$ cat config.mk
export PLATFORM = sky130hd
export DESIGN_NAME = uart_rx_fifo
export DESIGN_NICKNAME = d
export VERILOG_FILES = /design/src/rtl/uart_rx_fifo.sv
export SDC_FILE = /design/constraint.sdc
export NUM_CORES = 1
export LEC_CHECK = 0
export CAP_MARGIN = 40
export CORE_UTILIZATION = 50
export CTS_BUF_LIST = sky130_fd_sc_hd__clkbuf_4
export DETAILED_ROUTE_END_ITERATION = 6
export PLACE_DENSITY = 0.68
export SLEW_MARGIN = 20
export SYNTH_ARGS = -nofsm -noshare
export SYNTH_HDL_FRONTEND = slang
export SYNTH_SLANG_ARGS = --single-unit
$ cat constraint.sdc
create_clock -name i_Clock -period 5.95 [get_ports i_Clock]
set_clock_uncertainty 0.1 [all_clocks]
set_input_delay 1.19 -clock i_Clock [delete_from_list [all_inputs] [get_ports i_Clock]]
set_output_delay 1.19 -clock i_Clock [all_outputs]
set_load 0.02 [all_outputs]
$ cat src/rtl/uart_rx_fifo.sv
// rtl/uart_rx_fifo.sv - parametrised UART receiver with parity/frame/break detection feeding a valid/ready FIFO
module uart_rx_fifo #(
    parameter int CLKS_PER_BIT = 217,
    parameter int DATA_BITS    = 8,
    parameter int PARITY       = 0,
    parameter int STOP_BITS    = 1,
    parameter int FIFO_DEPTH   = 4
) (
    input  logic                 i_Clock,
    input  logic                 i_Rst_L,
    input  logic                 i_RX_Serial,
    output logic                 o_RX_Valid,
    input  logic                 i_RX_Ready,
    output logic [DATA_BITS-1:0] o_RX_Data,
    output logic                 o_Parity_Err,
    output logic                 o_Frame_Err,
    output logic                 o_Overrun,
    output logic                 o_Busy
);
    localparam int CNT_W  = $clog2(CLKS_PER_BIT);
    localparam int ADDR_W = $clog2(FIFO_DEPTH);
    localparam int ENT_W  = DATA_BITS + 2;
    localparam logic [CNT_W-1:0] HALF_CNT  = CNT_W'((CLKS_PER_BIT - 1) / 2);
    localparam logic [CNT_W-1:0] FULL_CNT  = CNT_W'(CLKS_PER_BIT - 1);
    localparam logic [3:0]       LAST_DATA = 4'(DATA_BITS - 1);
    localparam logic [3:0]       LAST_STOP = 4'(STOP_BITS - 1);

    typedef enum logic [2:0] {S_IDLE, S_START, S_DATA, S_PARITY, S_STOP, S_WAIT_IDLE} state_t;

    logic                 rx_meta, rx_sync;
    state_t               state, state_next;
    logic [CNT_W-1:0]     cnt, cnt_next;
    logic [3:0]           bit_idx, idx_next;
    logic [DATA_BITS-1:0] shift, shift_next;
    logic                 par_err, perr_next;
    logic                 frm_err, ferr_next;
    logic                 push;
    logic [ENT_W-1:0]     push_entry;

    always_ff @(posedge i_Clock or negedge i_Rst_L) begin
        if (!i_Rst_L) begin
            rx_meta <= 1'b1;
            rx_sync <= 1'b1;
            state   <= S_IDLE;
            cnt     <= '0;
            bit_idx <= '0;
            shift   <= '0;
            par_err <= 1'b0;
            frm_err <= 1'b0;
        end else begin
            rx_meta <= i_RX_Serial;
            rx_sync <= rx_meta;
            state   <= state_next;
            cnt     <= cnt_next;
            bit_idx <= idx_next;
            shift   <= shift_next;
            par_err <= perr_next;
            frm_err <= ferr_next;
        end
    end

    always_comb begin
        state_next = state;
        cnt_next   = cnt;
        idx_next   = bit_idx;
        shift_next = shift;
        perr_next  = par_err;
        ferr_next  = frm_err;
        push       = 1'b0;
        case (state)
            S_IDLE: begin
                if (!rx_sync) begin
                    state_next = S_START;
                    cnt_next   = '0;
                end
            end
            S_START: begin
                // A start bit that is high again at mid-bit is a glitch, not a frame
                if (cnt == HALF_CNT) begin
                    cnt_next   = '0;
                    idx_next   = '0;
                    perr_next  = 1'b0;
                    ferr_next  = 1'b0;
                    state_next = rx_sync ? S_IDLE : S_DATA;
                end else begin
                    cnt_next = cnt + 1'b1;
                end
            end
            S_DATA: begin
                if (cnt == FULL_CNT) begin
                    cnt_next   = '0;
                    shift_next = {rx_sync, shift[DATA_BITS-1:1]};
                    if (bit_idx == LAST_DATA) begin
                        idx_next   = '0;
                        state_next = (PARITY != 0) ? S_PARITY : S_STOP;
                    end else begin
                        idx_next = bit_idx + 1'b1;
                    end
                end else begin
                    cnt_next = cnt + 1'b1;
                end
            end
            S_PARITY: begin
                if (cnt == FULL_CNT) begin
                    cnt_next   = '0;
                    perr_next  = (PARITY == 1) ? ~(^shift ^ rx_sync) : (^shift ^ rx_sync);
                    state_next = S_STOP;
                end else begin
                    cnt_next = cnt + 1'b1;
                end
            end
            S_STOP: begin
                if (cnt == FULL_CNT) begin
                    cnt_next  = '0;
                    ferr_next = frm_err | ~rx_sync;
                    if (bit_idx == LAST_STOP) begin
                        push       = 1'b1;
                        idx_next   = '0;
                        state_next = rx_sync ? S_IDLE : S_WAIT_IDLE;
                    end else begin
                        idx_next = bit_idx + 1'b1;
                    end
                end else begin
                    cnt_next = cnt + 1'b1;
                end
            end
            S_WAIT_IDLE: begin
                if (rx_sync) state_next = S_IDLE;
            end
            default: state_next = S_IDLE;
        endcase
    end

    assign push_entry = {shift, par_err, ferr_next};
    assign o_Busy     = (state != S_IDLE);

    logic [ENT_W-1:0]  mem [FIFO_DEPTH];
    logic [ADDR_W:0]   wr_ptr, rd_ptr;
    logic [ENT_W-1:0]  head;
    logic              full, empty, pop, push_ok;

    assign empty   = (wr_ptr == rd_ptr);
    assign full    = (wr_ptr[ADDR_W-1:0] == rd_ptr[ADDR_W-1:0]) && (wr_ptr[ADDR_W] != rd_ptr[ADDR_W]);
    assign pop     = !empty && i_RX_Ready;
    assign push_ok = push && (!full || pop);

    always_ff @(posedge i_Clock or negedge i_Rst_L) begin
        if (!i_Rst_L) begin
            wr_ptr    <= '0;
            rd_ptr    <= '0;
            o_Overrun <= 1'b0;
        end else begin
            if (push_ok) wr_ptr <= wr_ptr + 1'b1;
            if (pop)     rd_ptr <= rd_ptr + 1'b1;
            o_Overrun <= push && full && !pop;
        end
    end

    always_ff @(posedge i_Clock) begin
        if (push_ok) mem[wr_ptr[ADDR_W-1:0]] <= push_entry;
    end

    // Storage is not reset, so head fields are forced to zero while empty
    assign head         = mem[rd_ptr[ADDR_W-1:0]];
    assign o_RX_Valid   = !empty;
    assign o_RX_Data    = empty ? '0 : head[ENT_W-1:2];
    assign o_Parity_Err = !empty && head[1];
    assign o_Frame_Err  = !empty && head[0];
endmodule

# Yosys cells after proc, flatten, opt, wreduce, memory -nomap -nowiden
# Memories as Yosys holds them, arrays and structs flattened.
# Index checks and enable logic that the tools add are counted.
[word_totals]
reg_bits = 34
mem_bits_rw = 40
inputBits = 4
output_inout_bits = 13
word_cells = 95
mem_count = 1
[mem_list]
columns = ["name", "depth", "width", "rd", "rd_ports_with_merged_regs", "wr", "line", "text"]
rows = [
  ["mem", 4, 10, 1, 0, 1, "137", "logic [ENT_W-1:0] mem [FIFO_DEPTH];"],
]
[op_classes]
add_sub_neg = 4
n_eq_ne = 19
muxes = 33
bitwise = 3
n_reduce_logical = 24
[ops]
columns = ["operator", "n"]
rows = [
  ["$mux W8", 4],
  ["$mux W3", 9],
  ["$pmux W8 S3", 1],
  ["$mux W4", 5],
  ["$pmux W3 S6", 1],
  ["$ne A2 B2 Y1 const B", 8],
  ["$pmux W4 S3", 1],
  ["$mux W1", 9],
  ["$reduce_bool A3 Y1", 3],
  ["$add A8 B1 Y8 const B", 1],
  ["$eq A8 B7 Y1 const B", 1],
  ["$eq A8 B8 Y1 const B", 1],
  ["$reduce_and A8 Y1", 1],
  ["$reduce_xor A8 Y1", 1],
  ["$logic_and A1 B1 Y1", 7],
  ["$add A3 B1 Y3 const B", 2],
  ["$eq A3 B2 Y1 const B", 2],
  ["$eq A3 B3 Y1 const B", 2],
  ["$add A4 B1 Y4 const B", 1],
  ["$eq A4 B3 Y1 const B", 1],
  ["$logic_not A4 Y1", 1],
  ["$pmux W1 S2", 2],
  ["$reduce_and A2 Y1", 2],
  ["$reduce_and A4 Y1", 1],
  ["14 further kinds", 16],
]

# Longest topological paths before layout
# Gate-level depths: netlist of run 1.
[logic_depth]
ltp_word = 7
depth_mapped = 8
ltp_nobuf = 7

# Least setup slack after synthesis of run 1
# Ideal clock, no wire load.
[synth_path]
path_type = "reg-to-output"
from = "reg wr_ptr[1]"
to = "out o_Parity_Err"
t_arrival_ns = 1.525
slack_ns = 3.135
path_stages_with_launch = 6
path_buffers = 1
cell_sequence = "dfrtp_1 xor2_1 or2_2 nand2b_1 clkbuf_1 and2_1"
[synth_via]
elab_chain_len = 3
[synth_rtl]
columns = ["element", "line", "text"]
rows = [
  ["start, declared", "138", "logic [ADDR_W:0] wr_ptr, rd_ptr;"],
  ["start signal, assigned", "153", "if (push_ok) wr_ptr <= wr_ptr + 1'b1;"],
  ["$eq A3 B3 Y1", "142", "assign empty = (wr_ptr == rd_ptr);"],
  ["$logic_not A1 Y1", "--", ""],
  ["via o_RX_Valid", "12", "output logic o_RX_Valid,"],
  ["$logic_and A1 B1 Y1", "167", "assign o_Parity_Err = !empty && head[1];"],
  ["end, declared", "15", "output logic o_Parity_Err,"],
]
# The timed path passes the listed nets, and every way through them passes these cells.

# Final worst setup path of run 1
[layout_path]
from = "reg rd_ptr[0]"
to = "out o_RX_Data[2]"
[layout_via]
elab_chain_len = 2
elab_cells_between_ends = 3
[layout_rtl]
columns = ["element", "line", "text"]
rows = [
  ["start, declared", "138", ""],
  ["start signal, assigned", "154", "if (pop) rd_ptr <= rd_ptr + 1'b1;"],
  ["$mem_v2 Z4 W10 / $eq A3 B3 Y1 (equally long branches)", "--", ""],
  ["$mux W8 (*)", "166", "assign o_RX_Data = empty ? '0 : head[ENT_W-1:2];"],
  ["end, declared", "14", "output logic [DATA_BITS-1:0] o_RX_Data,"],
]
# Mark *: on every way between the ends. The rest lies on a longest branch, timed or not.

==> results.md, run 1 <==
* FF-to-FF path depth at 6
* Ys Warns at 0
* Hold depth at 0
* Synthesized Nets at about 250
* Chip Height at ~85 um
* Core Box Area at 6460 sq um
* Antenna violations before repair at 0
* Final HPWL DP at roughly 3700 um
* Post-synth cell types at 53
* DIE AREA at 7150 sq um
* Unrepaired setup endpoints after global routing: no
* Top cells by count, synth: edfxtp_1 (40), dfrtp_1 (32), o21ai_0 (13)
* WL per Instance at 16.0 um
* Ant. Diodes at 0
* Worst-path cell chain: xor2_1 -> or2_2 -> nand2b_1 -> and2_1 -> clkdlybuf4s50_1
* Synth Cell Area at 3410 sq um
* Placed cells at 325
* Row Count at 29
* Chip Width at 84.6 um
* DRT antenna net count at 0
* Overflow after GRT at 0
* First-pass GRT wire length at 9220 um
* Setup Buffers After CTS at 0
* Crit path DAT at ~2.9 ns
* Clock Latency Late Sink at 0.41 ns
* Mapped Cells at 240
* Final Power at 1.02 mW
* Crit-path slowest cell: dfrtp_1
* Post-Syn Area per Cell at ~14 sq um
* IO Count at 17
* Routed WL at 5500 um
* Layout fillers at 525
* Clock Pin Slew Worst Setup and Hold Paths at 0.13 ns
* Rel. slew slack at about half
* Max frequency at 240 MHz
* Synth Flop Type: edfxtp_1
* Top-count cell post-synth: edfxtp_1
* CTS tree: done
* Vias in the first global route at around 1900
* Fin cells at 343
* Slew Viols, Final at 0
* Measured slew at the worst slew-check pin at 0.765 ns
* Drt pass-1 iters at 4
* Worst setup SP type: flop
* CTS Hold Bufs at 0
* Final min period at about 4.2 ns
* EDFF count, synth at 40
* Via count at 1933
* Total CTS buffers at 9
* CTS H-Tree Depth at 3
* GR Util All Layers at around 17%
* WHS at 0.265 ns
* DRT iter0 DRCs at 84
* Max Cap Violations at 0
* GP Congestion at 0.778
* Final period util at 70.0%
* FF+latch count, synth at 74
* Final TNS setup at 0 ns
* Share of cells above drive strength 1 at 20.3%
* Final nets at around 270
* CP max stage delay at 0.86 ns
* Max VDD drop at 0.112 mV
* Type of the worst setup path: reg2out
* Setup crit end kind: output port
* Status: complete, no violations
* Pin count of the biggest net entering global routing at 35
* Clk buf depth at 2
* DR DRC count at 0
* Clk sink count at 74
* Static Leak at 1.58 nW
* Endpoints failing hold at 0
* Post-synth top area cell: edfxtp_1
* Worst-path fanout max at 13
* Starting density of the core at 52.8%
* Clk root buf: clkbuf_4
* Hold WC Path Type: reg2reg
* FFs w/ async S/R, synth at 45.9%
* Top cell type's share of synthesized area at a little over a third
* Area Overhead vs Synth at 11.4%
* Vias/cell at 5.64
* Final setup fails at 0
* CTS resizes at 0
* CP required at 4.66 ns
* Synth top area cells: edfxtp_1 (35%), dfrtp_1 (23%), mux4_2 (6.6%), ha_1 (3.3%), mux2_2 (3.3%)
* Seq/Total Area, Yosys at between 60 and 70%
* Power density cells at 268 nW/um^2
* Number of port buffers at 16
## final timing paths
path	start	slack [ns]	endpoint
setup / recovery	rd_ptr[0]$_DFFE_PN0P_	1.79	o_RX_Data[2]
hold / removal	rx_meta$_DFF_PN1_	0.27	rx_sync$_DFF_PN1_
setup reg to reg	cnt[0]$_DFFE_PN0P_	3.46	mem[0][1]$_DFFE_PP_
hold reg to reg	rx_meta$_DFF_PN1_	0.27	rx_sync$_DFF_PN1_
max in group asynchronous	i_Rst_L	4.75	rd_ptr[1]$_DFFE_PN0P_
min in group asynchronous	i_Rst_L	0.56	state[1]$_DFFE_PN0P_
## sequential cells by signal (all words and copies together) (netlist names)
| name | cells |
|---|---|
| wr_ptr | 3 |
| rx_meta | 1 |
| bit_idx | 4 |
| cnt | 8 |
| o_Overrun | 1 |
| rd_ptr | 3 |
| shift | 8 |
| mem | 40 |
| rx_sync | 1 |
| frm_err | 1 |
| state | 3 |
| par_err | 1 |
## stage by stage
stage | setup slack, ns | cell area, sq um | utilization (%)
global placement | 2.28 | 3610 | 55.9
finish | 1.79 | 3800 | 58.8
floorplan | 3.13 | 3410 | -
detailed placement | 2.17 | 3610 | 55.9
CTS | 1.69 | 3760 | 58.3
global route | 1.54 | 3800 | 58.8
## per-layer routing
| metal | global-route usage (%) | up-vias | wire length [um] |
|---|---|---|---|
| li1 | - | 945 | - |
| met1 | 22.0 | 956 | 2570 |
| met2 | 28.0 | 26 | 2710 |
| met3 | 3.05 | 6 | 146 |
| met4 | 8.78 | 0 | 79 |
| met5 | 0 | - | 0 |
## final cells by class
type	count	area (sq um)	area share (%)
sequential	74	2050	54.1
tap	77	96.3	2.54
clock inverter	7	82.6	2.18
clock buffer	9	67.6	1.78
timing repair buffer	18	188	4.94
multi-input combinational	149	1270	33.6
inverter	9	33.8	0.890
## cell families after synthesis
kind of cell / count (synthesis) / synth area share (%)
simple gates: 70 / 12.8
flops: 74 / 60.3
buf+inv: 17 / 2.35
xor+xnor: 15 / 4.08
mux: 23 / 10.8
compound gates: 32 / 6.39
fa+ha+maj: 9 / 3.30
## placed cells by master, fill, tap and decap left out, drive strengths merged, types with 11 or more instances in the layout
| cell type | count |
|---|---|
| dfrtp | 32 |
| inv | 13 |
| edfxtp | 40 |
| clkdlybuf4s50 | 15 |
| and2 | 15 |
| o21ai | 13 |
| xnor2 | 11 |
## critical path: cells and delay by family, from the launching register on
family,cells,cell delay [ns]
flip-flops,1,0.86
XOR/XNOR,1,0.17
buffers and inverters,1,0.53
AND/OR/NAND/NOR,3,0.90
## report_power, final
group          switching (mW)  internal [mW]
clock network           0.192          0.135
registers              0.0465          0.548
logic                  0.0381         0.0590
total                   0.277          0.742
Power figures use the tool's default switching activity.
==> inputs of run 2 (changes only) <==
--- a/config.mk
+++ b/config.mk
@@ -9,7 +9,7 @@
 export CORE_UTILIZATION = 50
 export CTS_BUF_LIST = sky130_fd_sc_hd__clkbuf_4
 export DETAILED_ROUTE_END_ITERATION = 6
-export PLACE_DENSITY = 0.68
+export PLACE_DENSITY = 0.71
 export SLEW_MARGIN = 20
 export SYNTH_ARGS = -nofsm -noshare
 export SYNTH_HDL_FRONTEND = slang
==> constraint.sdc (replaced) <==
create_clock -name i_Clock -period 3.4 [get_ports i_Clock]
set_clock_uncertainty 0.1 [all_clocks]
set_input_delay 0.68 -clock i_Clock [delete_from_list [all_inputs] [get_ports i_Clock]]
set_output_delay 0.68 -clock i_Clock [all_outputs]
set_load 0.02 [all_outputs]
==> run 2 against run 1 <==
  * Critical endpoint is now o_RX_Data[4]
  * Flip-flop and latch count unchanged
  * Wire length decreased by 1.5%
  * Utilization decreased by 0.25 points
  * Count of clock-buffer cells in the layout unchanged
  * Combinational power increased to 2.5 times the previous value
  * Cell count increased by 0.58%
  * The run now ends with DRC left
  * Global-route usage decreased by 0.33 points
  * Worst hold slack improved by 0.0020 ns
==> results.md, run 2 (same netlist as run 1, synthesis figures left out) <==
* Clock Latency Late Sink at 0.42 ns
* IO Count at 17
* Final TNS setup at 0 ns
* Final Power at around 1.7 mW
* Final HPWL DP at around 3600 um
* Max Cap Violations at 0
* Final min period at 3.24 ns
* Chip Width at 84.6 um
* Final period util at 95.3%
* Endpoints failing hold at 0
* GR Util All Layers at between 10% and 20%
* Final nets at 276
* Worst-path fanout max at 13
* Commonest non-fill, non-tap cell in the layout: edfxtp_1
* Routed WL at 5420 um
* DRT iter0 DRCs at around 100
* Clk buf depth at 2
* Setup Buffers After CTS at 0
* First-pass GRT wire length at 9170 um
* CTS tree: done
* Starting density of the core at 52.8%
* Overflow after GRT at 0
* Total CTS buffers at 9
* Setup crit end kind: output port
* Ant. Diodes at 0
* Rel. slew slack at 60.9%
* Unrepaired setup endpoints after global routing: no
* Worst setup SP type: flop
* CTS Hold Bufs at 0
* Status: complete, but fails checks
* DIE AREA at slightly above 7000 sq um
* Clk sink count at 74
* CTS resizes at 0
* Crit path DAT at 2.46 ns
* Chip Height at 84.6 um
* Post-Place Setup Slack at ~0.62 ns
* Violated checks: DRC
* Measured slew at the worst slew-check pin at roughly 0.58 ns
* WHS at 0.267 ns
* Min-delay src: rx_meta$_DFF_PN1_
* Vias/cell at about 5.6
* Core Box Area at 6460 sq um
* Power density cells at 462 nW/um^2
* Hold WC Path Type: reg2reg
* Share of cells above drive strength 1 at 20.5%
* DRT antenna net count at 0
* Worst Setup SP: wr_ptr[1]$_DFFE_PN0N_
* WL per Instance at about 16 um
* Clock Pin Slew Worst Setup and Hold Paths at 0.13 ns
* Vias in the first global route at roughly 1900
* CP required at 2.62 ns
* Fin area at roughly 3800 sq um
* Clk root buf: clkbuf_4
* Area after DPL at 3640 sq um
* Via count at 1948
* Area Overhead vs Synth at 10.9%
* Row Count at 29
* GP Congestion at 0.812
* Max frequency at 309 MHz
* DR DRC count at 1
* Final setup fails at 0
* Static Leak at between 1.5 and 2 nW
* Type of the worst setup path: reg2out
* CTS H-Tree Depth at 3
* Most frequent cells in the layout: edfxtp_1 (40), dfrtp_1 (32), clkdlybuf4s50_1 (16)
* Slew Viols, Final at 0
* Drt pass-1 iters at 6
* Worst flop-to-flop path startpoint: cnt[0]$_DFFE_PN0P_
* Max FFs per register at 40
* Final worst slack at ~0.16 ns
* Pin count of the biggest net entering global routing at 35
* Number of port buffers at 16
* Max VDD drop at just over 0.2 mV
* Antenna violations before repair at 0
## run 2: changes by cell type in the layout (fill, tap and decap cells not counted), sizes merged
cell / change
bufinv: -1
clkinvlp: -2
buf: +1
clkinv: +1
inv: +2
clkdlybuf4s50: +1
## run 2: worst paths after layout
check | cells after the start | slack [ns] | end
worst max-delay path | 5 | 0.16 | o_RX_Data[4]
worst min-delay path | 0 | 0.27 | rx_sync$_DFF_PN1_
worst max register to register | 6 | 0.94 | mem[0][3]$_DFFE_PP_
worst min register to register | 0 | 0.27 | rx_sync$_DFF_PN1_
max in group asynchronous | 2 | 2.32 | rx_meta$_DFF_PN1_
min in group asynchronous | 2 | 0.54 | bit_idx[1]$_DFFE_PN0P_
## run 2: final cells by class
cell class	instances	area (sq um)
Tap cell	77	96.3
Clock buffer	9	67.6
Clock inverter	7	66.3
Timing Repair Buffer	20	188
Sequential cell	74	2050
Inverter	9	33.8
Fill cell	525	2680
Multi-Input combinational cell	149	1270
## run 2: layer usage
layer | vias to the layer above | track usage (%) | share of wire [%]
met5 | - | 0 | 0
met4 | 0 | 8.94 | 1.9
met3 | 9 | 3.24 | 3.5
met2 | 40 | 27.5 | 49
met1 | 959 | 21.3 | 45
li1 | 940 | - | -
## run 2: worst max-delay path, stage by stage, from the launching register on
cell and delay, ns:
dfrtp_1 0.45, xor2_1 0.18, or2_2 0.31, nand2b_1 0.32
and2_1 0.24, clkdlybuf4s50_1 0.54
## run 2: power by group
part,leakage [nW],internal [mW],switching [mW]
logic,0.598,0.115,0.129
clock network,0.0757,0.172,0.352
registers,0.907,0.961,0.0188
total,1.58,1.25,0.499
## run 2: stage by stage
step	util, %	std cells
final	58.5	345
after global routing	58.5	345
after CTS	58.4	344
after detailed placement	56.4	328
after global placement	56.4	328
after floorplan	-	240
==> inputs of run 3 (changes only) <==
--- a/config.mk
+++ b/config.mk
@@ -8,6 +8,7 @@
 export CAP_MARGIN = 40
 export CORE_UTILIZATION = 50
 export CTS_BUF_LIST = sky130_fd_sc_hd__clkbuf_4
+export CTS_CLUSTER_SIZE = 8
 export DETAILED_ROUTE_END_ITERATION = 6
 export PLACE_DENSITY = 0.71
 export SLEW_MARGIN = 20
==> results of run 3 <==
The final DEF is identical to that of run 2; final timing and power are the same.
